<file path="src/rtl/tetris_gravity_timer.sv">
// Gravity timer: counts 60 Hz frame ticks and raises a held "drop one row"
// request once the per-level interval elapses. A request stays up until
// acknowledged; a threshold reached while one is still pending only sets
// the sticky overrun flag.
module tetris_gravity_timer #(
  parameter int unsigned SOFT_FRAMES = 2,
  parameter int unsigned FRAME_W     = 6
) (
  input  logic               clk,
  input  logic               reset,
  input  logic               frame_tick,
  input  logic               enable,
  input  logic [3:0]         level,
  input  logic               soft_drop,
  input  logic               piece_spawn,
  input  logic               drop_ack,
  output logic               drop_req,
  output logic               drop_soft,
  output logic               overrun,
  output logic [FRAME_W-1:0] frame_cnt
);

  typedef enum logic [1:0] {StIdle, StCount, StPending} state_e;

  state_e             state_q, state_d;
  logic               drop_req_q, drop_req_d;
  logic               drop_soft_q, drop_soft_d;
  logic               overrun_q, overrun_d;
  logic [FRAME_W-1:0] frame_cnt_q, frame_cnt_d;

  logic [FRAME_W-1:0] table_thr;
  logic [FRAME_W-1:0] soft_thr;
  logic [FRAME_W-1:0] threshold;
  logic [FRAME_W:0]   cnt_inc;
  logic               reached;

  // Frames-per-row lookup; soft drop can only shorten the interval.
  always_comb begin
    case (level)
      4'd0:    table_thr = FRAME_W'(48);
      4'd1:    table_thr = FRAME_W'(43);
      4'd2:    table_thr = FRAME_W'(38);
      4'd3:    table_thr = FRAME_W'(33);
      4'd4:    table_thr = FRAME_W'(28);
      4'd5:    table_thr = FRAME_W'(23);
      4'd6:    table_thr = FRAME_W'(18);
      4'd7:    table_thr = FRAME_W'(13);
      4'd8:    table_thr = FRAME_W'(8);
      4'd9:    table_thr = FRAME_W'(6);
      4'd10:   table_thr = FRAME_W'(5);
      4'd11:   table_thr = FRAME_W'(5);
      4'd12:   table_thr = FRAME_W'(5);
      4'd13:   table_thr = FRAME_W'(4);
      4'd14:   table_thr = FRAME_W'(4);
      default: table_thr = FRAME_W'(3);
    endcase
    soft_thr  = FRAME_W'(SOFT_FRAMES);
    threshold = (soft_drop && (soft_thr < table_thr)) ? soft_thr : table_thr;
  end

  // One extra bit so the increment compare cannot wrap; ">=" lets a lowered
  // threshold fire on the very next tick.
  assign cnt_inc = {1'b0, frame_cnt_q} + {{FRAME_W{1'b0}}, 1'b1};
  assign reached = (cnt_inc >= {1'b0, threshold});

  // Next-state logic, priority: disable > spawn > ack > tick.
  always_comb begin
    state_d     = state_q;
    drop_req_d  = drop_req_q;
    drop_soft_d = drop_soft_q;
    overrun_d   = overrun_q;
    frame_cnt_d = frame_cnt_q;
    if (!enable) begin
      state_d     = StIdle;
      drop_req_d  = 1'b0;
      drop_soft_d = 1'b0;
      overrun_d   = 1'b0;
      frame_cnt_d = '0;
    end else if (piece_spawn) begin
      state_d     = StCount;
      drop_req_d  = 1'b0;
      drop_soft_d = 1'b0;
      overrun_d   = 1'b0;
      frame_cnt_d = '0;
    end else begin
      case (state_q)
        StIdle: begin
          state_d     = StCount;
          frame_cnt_d = '0;
        end
        StCount: begin
          if (frame_tick) begin
            if (reached) begin
              state_d     = StPending;
              frame_cnt_d = '0;
              drop_req_d  = 1'b1;
              drop_soft_d = soft_drop;
            end else begin
              frame_cnt_d = cnt_inc[FRAME_W-1:0];
            end
          end
        end
        StPending: begin
          if (drop_ack) begin
            // Same-cycle tick is dropped; count is kept.
            state_d     = StCount;
            drop_req_d  = 1'b0;
            drop_soft_d = 1'b0;
          end else if (frame_tick) begin
            if (reached) begin
              overrun_d   = 1'b1;
              frame_cnt_d = '0;
            end else begin
              frame_cnt_d = cnt_inc[FRAME_W-1:0];
            end
          end
        end
        default: state_d = StIdle;
      endcase
    end
  end

  // State and output registers with synchronous reset.
  always_ff @(posedge clk) begin
    if (reset) begin
      state_q     <= StIdle;
      drop_req_q  <= 1'b0;
      drop_soft_q <= 1'b0;
      overrun_q   <= 1'b0;
      frame_cnt_q <= '0;
    end else begin
      state_q     <= state_d;
      drop_req_q  <= drop_req_d;
      drop_soft_q <= drop_soft_d;
      overrun_q   <= overrun_d;
      frame_cnt_q <= frame_cnt_d;
    end
  end

  assign drop_req  = drop_req_q;
  assign drop_soft = drop_soft_q;
  assign overrun   = overrun_q;
  assign frame_cnt = frame_cnt_q;

endmodule

</file>
<file path="config.mk">
export PLATFORM = sky130hd
export DESIGN_NAME = tetris_gravity_timer
export DESIGN_NICKNAME = d
export VERILOG_FILES = /design/src/rtl/tetris_gravity_timer.sv
export SDC_FILE = /design/constraint.sdc
export NUM_CORES = 1
export LEC_CHECK = 0
export CAP_MARGIN = 5
export CORE_MARGIN = 3
export CORE_UTILIZATION = 50
export CTS_CLUSTER_DIAMETER = 40
export CTS_CLUSTER_SIZE = 10
export DETAILED_ROUTE_END_ITERATION = 7
export HOLD_SLACK_MARGIN = 0.12
export PLACE_DENSITY_LB_ADDON = 0.3
export SYNTH_ARGS = -nofsm -noshare
export SYNTH_HDL_FRONTEND = slang
export SYNTH_SLANG_ARGS = --single-unit
export TNS_END_PERCENT = 30
</file>
<file path="constraint.sdc">
create_clock -name clk -period 4.19 [get_ports clk]
set_input_delay 1.257 -clock clk [delete_from_list [all_inputs] [get_ports clk]]
set_output_delay 1.257 -clock clk [all_outputs]
set_load 0.02 [all_outputs]
</file>
==> impl_metrics.csv, run 1 <==
group,metric,value,unit
synth,post_synth_instance_area,1000,µm²
worst_setup_path,worst_setup_path_end_kind,"flop",
hold_path,hold_depth,2,
final_layout,layout.cells.non_filler,176,
synth,synth.ff_latch_count,11,
final_layout,mostFrequentLayoutCell,"clkdlybuf4s50_1",
worst_setup_path,reg2reg_slack,1.62,ns
routing,drtPass1Iterations,4,
synth,yosysSeqAreaShare,22.0,%
routing,drc,0,
worst_setup_path,launching_element_type_of_the_critical_path,"input pin",
power,seq_power_share,40.5,%
final_layout,drive_above_1_share,19.9,%
final_layout,final.fill_count,134,
placement,placement.io_buffers,19,
timing,timing_hold_violations_final,0,
global_routing,grt_pass1_vias,951,
synth,post-synth-top-area-cell,"dfxtp_1",
routing,drtAntennaViolNets,0,
power,cellInternalPower,0.181,mW
die,fp.dieH,50.7,µm
run,cap_violations,0,
synth,synth_top_area_share,22.0,%
routing,routed_wl,2510,µm
worst_setup_path,setup.worst_path.start,"level[2]",
power,power.switching_fraction,30.8,%
status,result_of_the_run,"complete, no violations",
worst_setup_path,worstReg2RegStart,"frame_cnt[0]",
final_layout,final_cell_mix,"clkdlybuf4s50_1, ha_1, dfxtp_1, buf_4, nor2_1",
worst_setup_path,timing.rr.end,"frame_cnt[4]",
worst_setup_path,critPathArrivalTime,4.21,ns
final_layout,multi_input_area,792,µm²
die,die-area,2570,µm²
placement,hpwlAfterDp,1920,µm
final_layout,diodes,0,
timing,fin_hold_ws,0.496,ns
routing,avgViaCountPerCell,5.84,
global_routing,grt_pass1_wl,3840,µm
placement,pre_cts_slack,-0.323,ns
global_routing,grt_max_degree,11,
synth,synth_edf_count,0,
global_routing,globalRouteTotalUtil,19.4,%
die,floorplan.die.width,50.7,µm
clock_tree,cts_inserted_buffers,3,
clock_tree,cts_hold_buf,0,
power,power_frac_clock,29.4,%
synth,synthesis.yosys.warnings,0,
clock_tree,clkSlewWorstSetupHoldPaths,0.08,ns
worst_setup_path,worst-r2r-cell-count,10,
routing,num_vias,1028,
timing,final.setup.worst_slack,0.200,ns
timing,max_freq,251,MHz
power,p_leak,0.605,nW
synth,asyncSetResetFlopFracSynth,0,%
global_routing,antenna_found_initial,0,
worst_setup_path,worst-path-max-fanout,5,
timing,final.min_clock_period,3.99,ns
synth,synthesis.nets,145,
die,io_pins,20,
hold_path,worstHoldStart,"drop_req",
synth,ys_dominant_reg_cell,"dfxtp_1",
hold_path,hold-path-endpoint,"drop_req",
clock_tree,cts_sinks,11,
routing,drt-wirelength-per-cell,14.3,µm
clock_tree,tritoncts,"yes",
routing,detail_route.iter0.violations,20,
placement,gp_congestion,0.952,
final_layout,area_growth_syn_to_layout,39.4,%
synth,synth_top_cells_by_area,"dfxtp_1, ha_1, nand3_1",
final_layout,final_nets,180,
clock_tree,clock-root-buffer,"clkbuf_4",
clock_tree,clk_latency,0.28,ns
global_routing,grt.overflow.total,0,
power,power.density_cell_area,188,nW/µm²
die,row_count,15,
timing,grt_setup_unrepaired,"false",
final_layout,seq_area,220,µm²
power,finalPower,0.262,mW
power,combPwrFrac,30.1,%
synth,yosysUniqueCellTypes,37,
timing,final_min_period_over_clock_period,95.2,%
synth,syn-instance-count,117,
timing,max_slew.worst_pin.slew,0.309,ns
clock_tree,clk_path_buf_depth,2,
synth,synth.avg_cell_area,8.54,µm²
timing,report.final.slew_viol_count,0,
timing,relative_slew_slack,79.3,%
power,switchingPower,0.0807,mW
die,effective_utilization_at_floorplan,55.5,%
final_layout,utilization,77.4,%
worst_setup_path,cp.required,4.41,ns
clock_tree,cts-htree-levels,1,
die,placeableCoreArea,1800,µm²
hold_path,worstHoldPathType,"flop to flop",
timing,clock_skew,0.00414,ns
timing,setup_violations,0,
worst_setup_path,timing_worst_setup_path_type,"input pin to flop",
power,max-vdd-ir-drop,186,µV
placement,dp.cells,171,
power by group through the flow:
stage          combinational, mW  sequential (mW)  clock [mW]
3_5_place_dp              0.0697            0.109           0
6_report                  0.0788            0.106      0.0769
4_1_cts                   0.0710            0.106      0.0799
2_1_floorplan             0.0374            0.109           0
3_3_place_gp              0.0661            0.109           0
5_1_grt                   0.0846            0.106      0.0835
worst max path at each step:
stage | to | slack, ns | cells past startpoint
floorplan | overrun | 0.33 | 13
detailed placement | overrun | -0.32 | 15
CTS | frame_cnt[4] | 0.03 | 15
global placement | overrun | -0.14 | 15
global route | frame_cnt[4] | 0.08 | 14
finish | frame_cnt[4] | 0.20 | 14
stage by stage:
| stage | setup TNS (ns) | cell area [µm²] |
|---|---|---|
| after global routing | 0 | 1390 |
| after global placement | -1.14 | 1300 |
| after floorplan | 0 | 1000 |
| after CTS | 0 | 1330 |
| final | 0 | 1390 |
| after detailed placement | -3.15 | 1300 |
cells by family after synthesis:
family	after synthesis	synth area share, %
adder cells (fa/ha/maj)	17	21.3
buffers and inverters	10	3.75
AO/OA/AOI/OAI	28	22.5
AND/OR/NAND/NOR	45	23.5
XOR/XNOR	4	3.51
multiplexers	2	3.38
flip-flops	11	22.0
Yosys cell counts, drive strengths merged, types with 3 or more instances:
cell type  count
nand2          7
a22oi          5
a31oi          4
nor2          10
nand3          9
ha            17
o211ai         3
a21oi          3
dfxtp         11
nor2b          3
nand2b         6
inv            9
sequential cells by signal, summed over array words and instances, names as in the netlist:
register	count
overrun	1
state_q	2
drop_soft	1
drop_req	1
frame_cnt	6
routing by layer:
metal  vias to the layer above  routed length, µm  global-route usage [%]
li1                        496                  -                       -
met1                       488               1040                    21.9
met2                        33               1270                    34.3
met3                        11                100                    2.97
met4                         0                 95                    10.8
met5                         -                  0                       0
worst max-delay path, stage by stage:
cell	delay, ns
clkdlybuf4s50_1	0.57
buf_4	0.18
nand2b_1	0.12
nand3_1	0.11
o211ai_1	0.16
a31o_4	0.20
o2111ai_2	0.11
ha_1	0.32
a21o_1	0.16
a221o_1	0.38
a211oi_4	0.28
buf_6	0.16
a22oi_1	0.08
nor2_1	0.11
area by class of cell:
type	count	share of cell area (%)
clock buffer	3	1.62
clock inverter	1	0.359
inverter	9	2.42
multi-input combinational	96	56.8
sequential	11	15.8
tap	25	2.24
timing repair buffer	31	20.7
timing repair:
| item | CTS | global route |
|---|---|---|
| resized for setup | 1 | 8 |
| pin swaps | 0 | 7 |
| endpoints found under the setup margin | 6 | 10 |
| setup buffers | 0 | 1 |
| cloned | 0 | 0 |
Power figures use the tool's default switching activity.
==> run 2: changes to the inputs <==
- ABC_CLOCK_PERIOD_IN_PS: default -> 4190
==> results of run 2 <==
Final layout, timing and power as in run 1 (identical DEF).
==> run 3: changes to the inputs <==
- HOLD_SLACK_MARGIN: 0.12 -> 0.02
- RECOVER_POWER: default -> 50
==> impl_metrics.csv, run 3 (synthesis gave the netlist of run 1 again) <==
group,metric,value,unit
routing,num_vias,1027,
routing,avgViaCountPerCell,5.84,
worst_setup_path,worst-path-max-fanout,5,
die,die-area,2570,µm²
timing,relative_slew_slack,79.3,%
die,fp.dieH,50.7,µm
final_layout,diodes,0,
hold_path,worstHoldPathType,"flop to flop",
clock_tree,cts_sinks,11,
die,effective_utilization_at_floorplan,55.5,%
routing,drc,0,
worst_setup_path,reg2reg_slack,1.63,ns
global_routing,grt.overflow.total,0,
final_layout,final_cell_mix,"ha_1, dfxtp_1, buf_4, nor2_1",
timing,setup_violations,0,
global_routing,grt_pass1_wl,3840,µm
final_layout,mostFrequentLayoutCell,"ha_1",
worst_setup_path,timing.rr.end,"frame_cnt[4]",
clock_tree,cts_inserted_buffers,3,
global_routing,globalRouteTotalUtil,19.4,%
global_routing,top_usage_layer,"met2",
worst_setup_path,worst_setup_path_end_kind,"flop",
clock_tree,tritoncts,"yes",
global_routing,antenna_found_initial,0,
placement,dp.cells,171,
global_routing,global_route_met2_utilization,34.3,%
timing,final.setup.worst_slack,0.200,ns
timing,timing_hold_violations_final,0,
routing,detail_route.iter0.violations,20,
die,placeableCoreArea,1800,µm²
die,io_pins,20,
power,p_leak,0.637,nW
global_routing,grt_util_met3,2.97,%
routing,drtAntennaViolNets,0,
final_layout,largest_reg_flops,6,
global_routing,grt_pass1_vias,951,
worst_setup_path,worstReg2RegStart,"frame_cnt[0]",
timing,max_slew.worst_pin.slew,0.309,ns
placement,gp_congestion,0.952,
clock_tree,cts_hold_buf,0,
clock_tree,clkSlewWorstSetupHoldPaths,0.08,ns
final_layout,drive_above_1_share,19.9,%
timing,setup-tns-final,0,ns
hold_path,worstHoldStart,"drop_req",
die,row_count,15,
worst_setup_path,timing_worst_setup_path_type,"input pin to flop",
worst_setup_path,worst-r2r-cell-count,10,
routing,routed_wl,2510,µm
timing,final.min_clock_period,3.99,ns
placement,placement.io_buffers,19,
power,max-vdd-ir-drop,185,µV
hold_path,hold-path-endpoint,"drop_req",
hold_path,hold_depth,2,
timing,final_min_period_over_clock_period,95.2,%
worst_setup_path,cp.required,4.41,ns
timing,grt_setup_unrepaired,"false",
power,power.density_cell_area,188,nW/µm²
timing,clock_skew,0.00421,ns
clock_tree,clk_path_buf_depth,2,
status,result_of_the_run,"complete, no violations",
clock_tree,cts-htree-levels,1,
worst_setup_path,launching_element_type_of_the_critical_path,"input pin",
placement,hpwlAfterDp,1920,µm
run,cap_violations,0,
clock_tree,clock-root-buffer,"clkbuf_4",
routing,drtPass1Iterations,4,
final_layout,final_nets,180,
global_routing,grt_max_degree,11,
routing,drt-wirelength-per-cell,14.3,µm
worst_setup_path,critPathArrivalTime,4.21,ns
final_layout,area_growth_syn_to_layout,39.4,%
timing,report.final.slew_viol_count,0,
clock_tree,clk_latency,0.28,ns
placement,pre_cts_slack,-0.323,ns
timing,max_freq,251,MHz
global_routing,gr-usage-met1,21.9,%
final_layout,layout.cells.non_filler,176,
die,floorplan.die.width,50.7,µm
## run 3: changes by cell type in the layout (fill, tap and decap cells not counted), sizes merged
cell,before,now
clkdlybuf4s50,17,8
dlygate4sd3,0,9
## run 3: cell type report
class | count | area (µm²)
multi-input combinational | 96 | 792
fill | 134 | 408
timing repair buffer | 31 | 289
sequential | 11 | 220
inverter | 9 | 33.8
tap | 25 | 31.3
clock buffer | 3 | 22.5
clock inverter | 1 | 5.00
## run 3: what timing repair did
item,CTS,global route
cloned,0,0
pin swaps,0,7
resized for setup,1,8
setup buffers,0,1
setup endpoints to repair,6,10
## run 3: how the worst max path moves through the flow
stage | startpoint | endpoint | slack (ns) | cells past startpoint
floorplan | level[0] | overrun | 0.33 | 13
global placement | level[0] | overrun | -0.14 | 15
detailed placement | level[0] | overrun | -0.32 | 15
CTS | level[0] | frame_cnt[4] | 0.03 | 15
global route | level[2] | frame_cnt[4] | 0.08 | 14
finish | level[2] | frame_cnt[4] | 0.20 | 14
## run 3: per-stage QoR
stage	total power [mW]	area, µm²	hold WS (ns)	utilization (%)
floorplan	0.146	1000	0.547	-
global placement	0.175	1300	0.467	72.2
detailed placement	0.178	1300	0.483	72.2
CTS	0.257	1330	0.494	74.0
global route	0.274	1390	0.505	77.4
finish	0.262	1390	0.493	77.4
## run 3: routing by layer
metal | vias to the layer above | part of all wire (%)
met5 | - | 0
met4 | 0 | 3.8
met3 | 11 | 4.0
met2 | 33 | 51
met1 | 487 | 41
li1 | 496 | -
## run 3: power by group
group          internal (mW)  leakage [nW]  switching [mW]
clock                 0.0355        0.0177          0.0414
combinational         0.0403         0.530          0.0385
sequential             0.105        0.0888        0.000866
## run 3: critical path: stages
cell             delay [ns]
clkdlybuf4s50_1        0.57
buf_4                  0.18
nand2b_1               0.12
nand3_1                0.11
o211ai_1               0.16
a31o_4                 0.20
o2111ai_2              0.11
ha_1                   0.32
a21o_1                 0.16
a221o_1                0.38
a211oi_4               0.28
buf_6                  0.16
a22oi_1                0.08
nor2_1                 0.11
